$ cat config.mk
export PLATFORM = sky130hd
export DESIGN_NAME = apb_master_ctrl
export DESIGN_NICKNAME = d
export VERILOG_FILES = /design/src/rtl/apb_master_ctrl.sv
export SDC_FILE = /design/constraint.sdc
export NUM_CORES = 1
export LEC_CHECK = 0
export CAP_MARGIN = 20
export CORE_ASPECT_RATIO = 2
export CORE_MARGIN = 3
export CORE_UTILIZATION = 43
export CTS_CLUSTER_SIZE = 12
export DETAILED_ROUTE_END_ITERATION = 7
export PLACE_DENSITY_LB_ADDON = 0.2
export SETUP_SLACK_MARGIN = 0.4
export SKIP_CTS_REPAIR_TIMING = 1
export SLEW_MARGIN = 20
export SYNTH_ARGS = -nofsm -noshare
export SYNTH_HDL_FRONTEND = slang
export SYNTH_SLANG_ARGS = --single-unit
$ cat constraint.sdc
create_clock -name PCLK -period 6.4 [get_ports PCLK]
set_clock_uncertainty 0.05 [all_clocks]
set_input_delay 1.28 -clock PCLK [delete_from_list [all_inputs] [get_ports PCLK]]
set_output_delay 1.28 -clock PCLK [all_outputs]
set_load 0.05 [all_outputs]
$ cat src/rtl/apb_master_ctrl.sv
// apb_master_ctrl
// ----------------------------------------------------------------------------
// APB master sequencer. Takes one request at a time from the system side,
// runs the two-phase APB protocol (SETUP, ACCESS), waits on PREADY with a
// bounded timeout and hands back read data plus an error status.
// Requests to addresses the decoder flags as unmapped complete with an error
// straight from SETUP and never raise PSEL.
//
// Handshakes: both request and response ports use valid/ready. A transfer
// moves on the rising PCLK edge where valid and ready are both high; valid
// and its payload must hold until that edge, and ready may depend on state
// only.
//
// Ports
//   PCLK, PRESETn            clock, asynchronous active-low reset
//   req_valid/req_ready      request handshake (ready only in IDLE)
//   req_write/addr/wdata/strb request payload
//   rsp_valid/rsp_ready      response handshake (valid only in RESP)
//   rsp_rdata/err/timeout    captured response, held through RESP
//   PADDR..PENABLE           APB master outputs
//   addr_unmapped            decoder "no slot hit" for current PADDR
//   PREADY/PRDATA/PSLVERR    muxed slave returns, sampled only in ACCESS
//   state_dbg                current FSM state (IDLE=0 SETUP=1 ACCESS=2 RESP=3)
// ----------------------------------------------------------------------------
module apb_master_ctrl #(
  parameter int TIMEOUT = 16  // max ACCESS cycles; 0 disables the timeout
) (
  input  logic        PCLK,
  input  logic        PRESETn,
  input  logic        req_valid,
  output logic        req_ready,
  input  logic        req_write,
  input  logic [31:0] req_addr,
  input  logic [31:0] req_wdata,
  input  logic [3:0]  req_strb,
  output logic        rsp_valid,
  input  logic        rsp_ready,
  output logic [31:0] rsp_rdata,
  output logic        rsp_err,
  output logic        rsp_timeout,
  output logic [31:0] PADDR,
  output logic        PWRITE,
  output logic [31:0] PWDATA,
  output logic [3:0]  PSTRB,
  output logic        PSEL,
  output logic        PENABLE,
  input  logic        addr_unmapped,
  input  logic        PREADY,
  input  logic [31:0] PRDATA,
  input  logic        PSLVERR,
  output logic [1:0]  state_dbg
);

  typedef enum logic [1:0] {
    IDLE   = 2'd0,
    SETUP  = 2'd1,
    ACCESS = 2'd2,
    RESP   = 2'd3
  } state_t;

  // Wait counter is at least one bit wide even when the timeout is disabled.
  localparam int CW = (TIMEOUT > 0) ? $clog2(TIMEOUT + 1) : 1;
  localparam logic [CW-1:0] CNT_LAST = (TIMEOUT > 0) ? CW'(TIMEOUT - 1) : '0;

  state_t        state_q, state_d;
  logic [CW-1:0] cnt_q;
  logic [31:0]   rdata_q;
  logic          err_q;
  logic          tmo_q;
  logic          tmo_expire;

  // Last permitted ACCESS cycle with the slave still not ready.
  assign tmo_expire = (state_q == ACCESS) && !PREADY &&
                      (TIMEOUT != 0) && (cnt_q == CNT_LAST);

  // ---------------------------------------------------------------- state reg
  always_ff @(posedge PCLK or negedge PRESETn) begin
    if (!PRESETn) state_q <= IDLE;
    else          state_q <= state_d;
  end

  // ------------------------------------------------------- next state/outputs
  always_comb begin
    state_d   = state_q;
    req_ready = 1'b0;
    rsp_valid = 1'b0;
    PSEL      = 1'b0;
    PENABLE   = 1'b0;
    case (state_q)
      IDLE: begin
        req_ready = 1'b1;
        if (req_valid) state_d = SETUP;
      end
      SETUP: begin
        // Decoder miss gates the shared select so no slave ever sees the cycle.
        PSEL    = ~addr_unmapped;
        state_d = addr_unmapped ? RESP : ACCESS;
      end
      ACCESS: begin
        PSEL    = 1'b1;
        PENABLE = 1'b1;
        if (PREADY || tmo_expire) state_d = RESP;
      end
      RESP: begin
        rsp_valid = 1'b1;
        if (rsp_ready) state_d = IDLE;
      end
      default: state_d = IDLE;
    endcase
  end

  // ----------------------------------------------------------------- datapath
  always_ff @(posedge PCLK or negedge PRESETn) begin
    if (!PRESETn) begin
      PADDR   <= '0;
      PWRITE  <= 1'b0;
      PWDATA  <= '0;
      PSTRB   <= '0;
      rdata_q <= '0;
      err_q   <= 1'b0;
      tmo_q   <= 1'b0;
      cnt_q   <= '0;
    end else begin
      case (state_q)
        IDLE: begin
          if (req_valid) begin
            PADDR  <= req_addr;
            PWRITE <= req_write;
            PWDATA <= req_wdata;
            PSTRB  <= req_write ? req_strb : 4'h0;
          end
        end
        SETUP: begin
          if (addr_unmapped) begin
            rdata_q <= '0;
            err_q   <= 1'b1;
            tmo_q   <= 1'b0;
          end else begin
            cnt_q <= '0;
          end
        end
        ACCESS: begin
          if (PREADY) begin
            // Writes and errored reads never return slave data.
            rdata_q <= (PWRITE || PSLVERR) ? 32'h0 : PRDATA;
            err_q   <= PSLVERR;
            tmo_q   <= 1'b0;
          end else if (tmo_expire) begin
            rdata_q <= '0;
            err_q   <= 1'b1;
            tmo_q   <= 1'b1;
          end else if (cnt_q != '1) begin
            cnt_q <= cnt_q + 1'b1;
          end
        end
        default: ;
      endcase
    end
  end

  assign rsp_rdata   = rdata_q;
  assign rsp_err     = err_q;
  assign rsp_timeout = tmo_q;
  assign state_dbg   = state_q;

endmodule
==> metrics.md, run 1 <==
| Metric | Value |
|---|---|
| Status | finished, final reports clean |
| Fraction of layout cells with a size suffix above 1 | 17.9% |
| Chip width | 77.0 um |
| Gpl congestion | 0.771 |
| GRT Util Overall | 21.0% |
| Post-synth top area cell | dfrtp_1 |
| Clk root buf | clkbuf_16 |
| Routed length per instance | 18.3 um |
| Distinct cells, synth | 33 |
| Main flop type after synthesis | dfrtp_1 |
| #FFs+latches synth | 110 |
| Synth top area cells | dfrtp_1, mux2_2, a22o_1 |
| Number of global-route vias before repair | 3469 |
| Worst-skew pair later-pin latency | 0.34 ns |
| Drt first-iter violations | 120 |
| Minimum clock period | 4.43 ns |
| Max-Cap Viols | 0 |
| Hold Crit Depth | 2 |
| Synth top cells by count | dfrtp_1, mux2_2, a22o_1 |
| # port buffers | 216 |
| Post-Syn Area per Cell | 15.0 um^2 |
| Period utilization | 69.2% |
| Int Pwr | 2.07 mW |
| Most frequent cell after synthesis | dfrtp_1 |
| Htree depth | 3 |
| Post-route setup TNS | 0 ns |
| Final hold vios | 0 |
| Antenna Nets Post-Route | 0 |
| LEAKAGE | 2.96 nW |
| First-pass GRT wire length | 18.4 mm |
| Final hold slack | 0.434 ns |
| Die Ht | 148 um |
| Worst Path Required | 5.07 ns |
| TritonCTS Sinks | 110 |
| Final slew viol count | 0 |
| Vias per std cell | 5.01 |
| HPWL after DPL | 8.91 mm |
| Max Freq | 226 MHz |
| Max VDD drop | 0.000375 V |
| Remaining global-route overflow | 0 |
| Nets | 617 |
| R2R depth | 6 |
| Mapped Cells | 288 |
| Worst-Margin Slew | 0.945 ns |
| TritonCTS buffer count | 9 |
| Post-Syn Area | 0.00433 mm^2 |
| Initial antenna violation count | 1 |
| Async S/R FF share, synth | 100% |
| Switching part of the total | 47.2% |
| Relative slew slack | 37.0% |
| IO Pins | 217 |
| Core Footprint | 0.00976 mm^2 |
| Synth top area share | 63.5% |
| Worst setup EP type | primary output |
| WP data arrival | 3.10 ns |
| Psw | 1.85 mW |
| PnR Total Power | 3.92 mW |
| Final setup fails | 0 |
| Die Area | 0.0114 mm^2 |
| Sequential power share | 28.6% |
| Largest net degree at the start of global routing | 74 |
| RSZ-0062 raised after global routing | no |
| Synth Warn # | 0 |
| Syn_nets | 403 |
| HP Class | register to register |
| Number of flops mapped to enable cells by yosys | 0 |
| Starting Density | 44.4% |
| Critical path class | input pin to primary output |
| Clock transition at the registers of the reported paths | 0.07 ns |
| TritonRoute pass-1 iters | 4 |
| Final WL | 11.7 mm |
| Logic gate share of total power | 57.8% |
| Rows | 51 |
| Filler cells | 719 |
| Synth-to-layout area growth | 58.6% |
| Sequential fraction of the synthesis area | 63.5% |
| P per Cell Area | 571 mW/mm^2 |
| CTS tree | yes |
| Startpoint type of the worst setup path | input pin |
| Max clock buf depth | 2 |
| Clock Power Share | 13.6% |
| Crit path max fanout | 6 |
| Via count | 3205 |
| DRC | 0 |
==> worst max-delay path, stage by stage <==
cell             delay, ns
clkdlybuf4s50_1       0.48
nor2b_1               0.35
nor2_1                0.08
nor2_1                0.10
clkdlybuf4s50_1       0.81
==> layer usage <==
metal	vias to the layer above	share of wire, %	global-route usage, %
li1	1472	-	-
met1	1558	35	21.9
met2	142	54	37.3
met3	33	6.9	6.34
met4	0	4.8	11.5
met5	-	0	0
==> cell usage in the layout, fill, tap and decap left out, types with 2 or more instances in the layout <==
master / instances
a21oi_1: 3
a22o_1: 34
and3_1: 3
buf_4: 3
clkbuf_16: 9
clkdlybuf4s50_1: 215
clkinvlp_4: 2
dfrtp_1: 110
ha_1: 7
inv_1: 6
inv_6: 2
mux2_2: 67
mux2i_1: 3
nand2_1: 11
nor2_1: 4
nor2b_1: 2
o21ai_0: 4
==> registers in the layout, indices dropped and copies added, names as in the netlist <==
register,cells
PADDR,32
cnt_q,5
PWRITE,1
PSTRB,4
state_dbg,2
PWDATA,32
rsp_timeout,1
rsp_err,1
rsp_rdata,32
==> power by group through the flow <==
stage          clock (mW)  sequential (mW)  combinational, mW
2_1_floorplan           0             2.06              0.609
3_3_place_gp            0             1.12               2.26
3_5_place_dp            0             1.13               2.29
4_1_cts             0.546             1.12               2.29
5_1_grt             0.576             1.16               2.36
6_report            0.535             1.12               2.27
==> area by class of cell <==
class                           count  area (um^2)  area share [%]
Clock inverter                      5         41.3           0.601
Clock buffer                       11          243            3.53
Tap cell                          132          165            2.40
Multi-Input combinational cell    157         1470            21.4
Sequential cell                   110         2750            40.1
Inverter                            6         22.5           0.328
Antenna cell                        1         2.50          0.0364
Timing Repair Buffer              218         2170            31.6
==> path summary, 6_finish.rpt <==
path / slack [ns] / start / to
max in group asynchronous: 4.19 / PRESETn / rsp_rdata[24]$_DFFE_PN0P_
worst min register to register: 0.43 / PSTRB[2]$_DFFE_PN0P_ / PSTRB[2]$_DFFE_PN0P_
min in group asynchronous: 0.92 / PRESETn / PADDR[25]$_DFFE_PN0P_
worst min-delay path: 0.43 / PSTRB[2]$_DFFE_PN0P_ / PSTRB[2]$_DFFE_PN0P_
worst max-delay path: 1.97 / addr_unmapped / PSEL
worst max register to register: 3.74 / cnt_q[0]$_DFFE_PN0P_ / rsp_err$_DFFE_PN0P_
==> metrics by stage <==
step | utilization (%) | cells | setup slack, ns | cell area, um^2
floorplan | - | 288 | 2.88 | 4330
global placement | 67.4 | 623 | 1.99 | 6580
detailed placement | 67.4 | 623 | 1.96 | 6580
CTS | 70.3 | 639 | 1.95 | 6870
global route | 70.4 | 640 | 1.88 | 6870
finish | 70.4 | 640 | 1.97 | 6870
==> logic make-up after synthesis <==
kind of cell	share of synthesized area (%)
AO/OA/AOI/OAI	8.81
flip-flops	63.5
buffers and inverters	2.95
adder cells (fa/ha/maj)	2.02
multiplexers	18.4
AND/OR/NAND/NOR	4.33
(Power assumes the default switching activity.)
==> run 2: changes to the inputs <==
- CORE_UTILIZATION: 43 -> 40
- clock period: 6.4 -> 4.1 ns (I/O delays scaled with it)
==> run 2 against run 1 <==
Against the previous run:
- first-iteration DRC count increased by 19%
- via count grew 0.66%
- utilization down 4.4 points
- cell count grew 1.1%
- total power up 60%
- hold slack worse by 0.032 ns
- global-route usage decreased by 1.5 points
- count of clock-buffer cells in the layout is 1 lower
- sequential power up 55%
- die area rose by 7.1%
- critical path depth did not move
- setup slack lost 1.4 ns
- critical path type unchanged
- critical endpoint unchanged
- highest routed layer unchanged
==> metrics.md, run 2 (same netlist as run 1, synthesis figures left out) <==
| Metric | Value |
|---|---|
| Status | finished, final reports clean |
| GRT Util Overall | 19.5% |
| PnR Total Power | 6.26 mW |
| # port buffers | 216 |
| Vias per std cell | 4.99 |
| Remaining global-route overflow | 0 |
| Clk root buf | clkbuf_16 |
| Routed length per instance | 17.9 um |
| Number of global-route vias before repair | 3526 |
| IO Pins | 217 |
| Synth-to-layout area growth | 60.6% |
| Startpoint type of the worst setup path | input pin |
| Minimum clock period | 3.50 ns |
| Die Area | 0.0122 mm^2 |
| Logic gate share of total power | 56.8% |
| TritonCTS Sinks | 110 |
| P per Cell Area | 899 mW/mm^2 |
| Htree depth | 3 |
| Finished Layout Cells | 647 |
| Worst setup EP type | primary output |
| WP data arrival | 2.63 ns |
| Int Pwr | 3.37 mW |
| Fraction of layout cells with a size suffix above 1 | 18.3% |
| Crit path cell chain | clkdlybuf4s50_1 -> nor2b_1 -> nor2_1 -> nor2_1 -> clkdlybuf4s50_1 |
| CTS tree | yes |
| Relative slew slack | 38.0% |
| Switching part of the total | 46.1% |
| HPWL after DPL | 8.79 mm |
| Final setup fails | 0 |
| Final hold vios | 0 |
| Via count | 3226 |
| Sequential power share | 27.9% |
| Clock transition at the registers of the reported paths | 0.07 ns |
| Initial antenna violation count | 1 |
| Placed cells | 630 |
| TritonRoute pass-1 iters | 4 |
| Rows | 53 |
| Die Ht | 153 um |
| RSZ-0062 raised after global routing | no |
| LEAKAGE | 3.00 nW |
| Critical path class | input pin to primary output |
| Max clock buf depth | 2 |
| Max VDD drop | 0.000692 V |
| Worst Path Required | 3.23 ns |
| Worst-Margin Slew | 0.930 ns |
| Starting Density | 41.1% |
| Commonest non-fill, non-tap cell in the layout | clkdlybuf4s50_1 |
| CP max stage delay | 0.81 ns |
| Chip width | 79.6 um |
| Worst reg2reg setup slack | 1.64 ns |
| Largest net degree at the start of global routing | 74 |
| Psw | 2.89 mW |
| Core Footprint | 0.0105 mm^2 |
| Max Freq | 286 MHz |
| Clock Power Share | 15.3% |
| Period utilization | 85.3% |
| Leading cell types in the layout, fill and taps excluded | clkdlybuf4s50_1, dfrtp_1, mux2_2 |
| CP Buf/Inv Count | 2 |
| TritonCTS buffer count | 9 |
| Final WL | 11.6 mm |
| DRC | 0 |
| Worst-skew pair later-pin latency | 0.34 ns |
| Drt first-iter violations | 143 |
| Family with the most delay on the worst path | buffers and inverters |
| First-pass GRT wire length | 18.3 mm |
| Gpl congestion | 0.803 |
| Post-route setup TNS | 0 ns |
| Final slew viol count | 0 |
| Post-layout util | 66.0% |
| Crit path max fanout | 6 |
| HP Class | input pin to async pin |
| Slowest cell on the critical path | clkdlybuf4s50_1 |
| Antenna Nets Post-Route | 0 |
| Max-Cap Viols | 0 |
| Final hold slack | 0.402 ns |
| Nets | 619 |
-- run 2: worst paths after layout --
kind                                    endpoint  cells after the start                  from
max                                         PSEL                      5         addr_unmapped
min                         PADDR[7]$_DFFE_PN0P_                      1               PRESETn
max reg2reg                  rsp_err$_DFFE_PN0P_                      7  cnt_q[0]$_DFFE_PN0P_
min reg2reg                 cnt_q[3]$_DFFE_PN0P_                      1  cnt_q[3]$_DFFE_PN0P_
max in group asynchronous  PADDR[29]$_DFFE_PN0P_                      3               PRESETn
min in group PCLK           cnt_q[3]$_DFFE_PN0P_                      1  cnt_q[3]$_DFFE_PN0P_
-- run 2: layout make-up --
| class | count | area (um^2) |
|---|---|---|
| Fill cell | 806 | 3580 |
| Sequential cell | 110 | 2750 |
| Timing Repair Buffer | 220 | 2210 |
| Multi-Input combinational cell | 157 | 1470 |
| Clock buffer | 10 | 239 |
| Tap cell | 137 | 171 |
| Clock inverter | 6 | 92.6 |
| Inverter | 6 | 22.5 |
| Antenna cell | 1 | 2.50 |
-- run 2: routing by layer --
layer	GRT usage, %	wire [um]	vias to the layer above
met1	20.6	4100	1595
met2	34.9	6360	130
met4	10.0	466	0
met3	4.66	661	27
met5	0	0	-
li1	-	-	1474
-- run 2: power groups by stage --
stage / logic [mW] / registers, mW / clock network (mW)
final: 3.56 / 1.74 / 0.956
after global routing: 3.71 / 1.80 / 1.02
after CTS: 3.60 / 1.75 / 0.977
after detailed placement: 3.59 / 1.77 / 0
after global placement: 3.54 / 1.74 / 0
after floorplan: 0.951 / 3.22 / 0
-- run 2: per-stage QoR --
stage / worst slack [ns] / cell area (um^2)
after CTS: 0.593 / 6960
after detailed placement: 0.602 / 6630
final: 0.601 / 6960
after global placement: 0.606 / 6600
after global routing: 0.526 / 6960
after floorplan: 1.09 / 4330
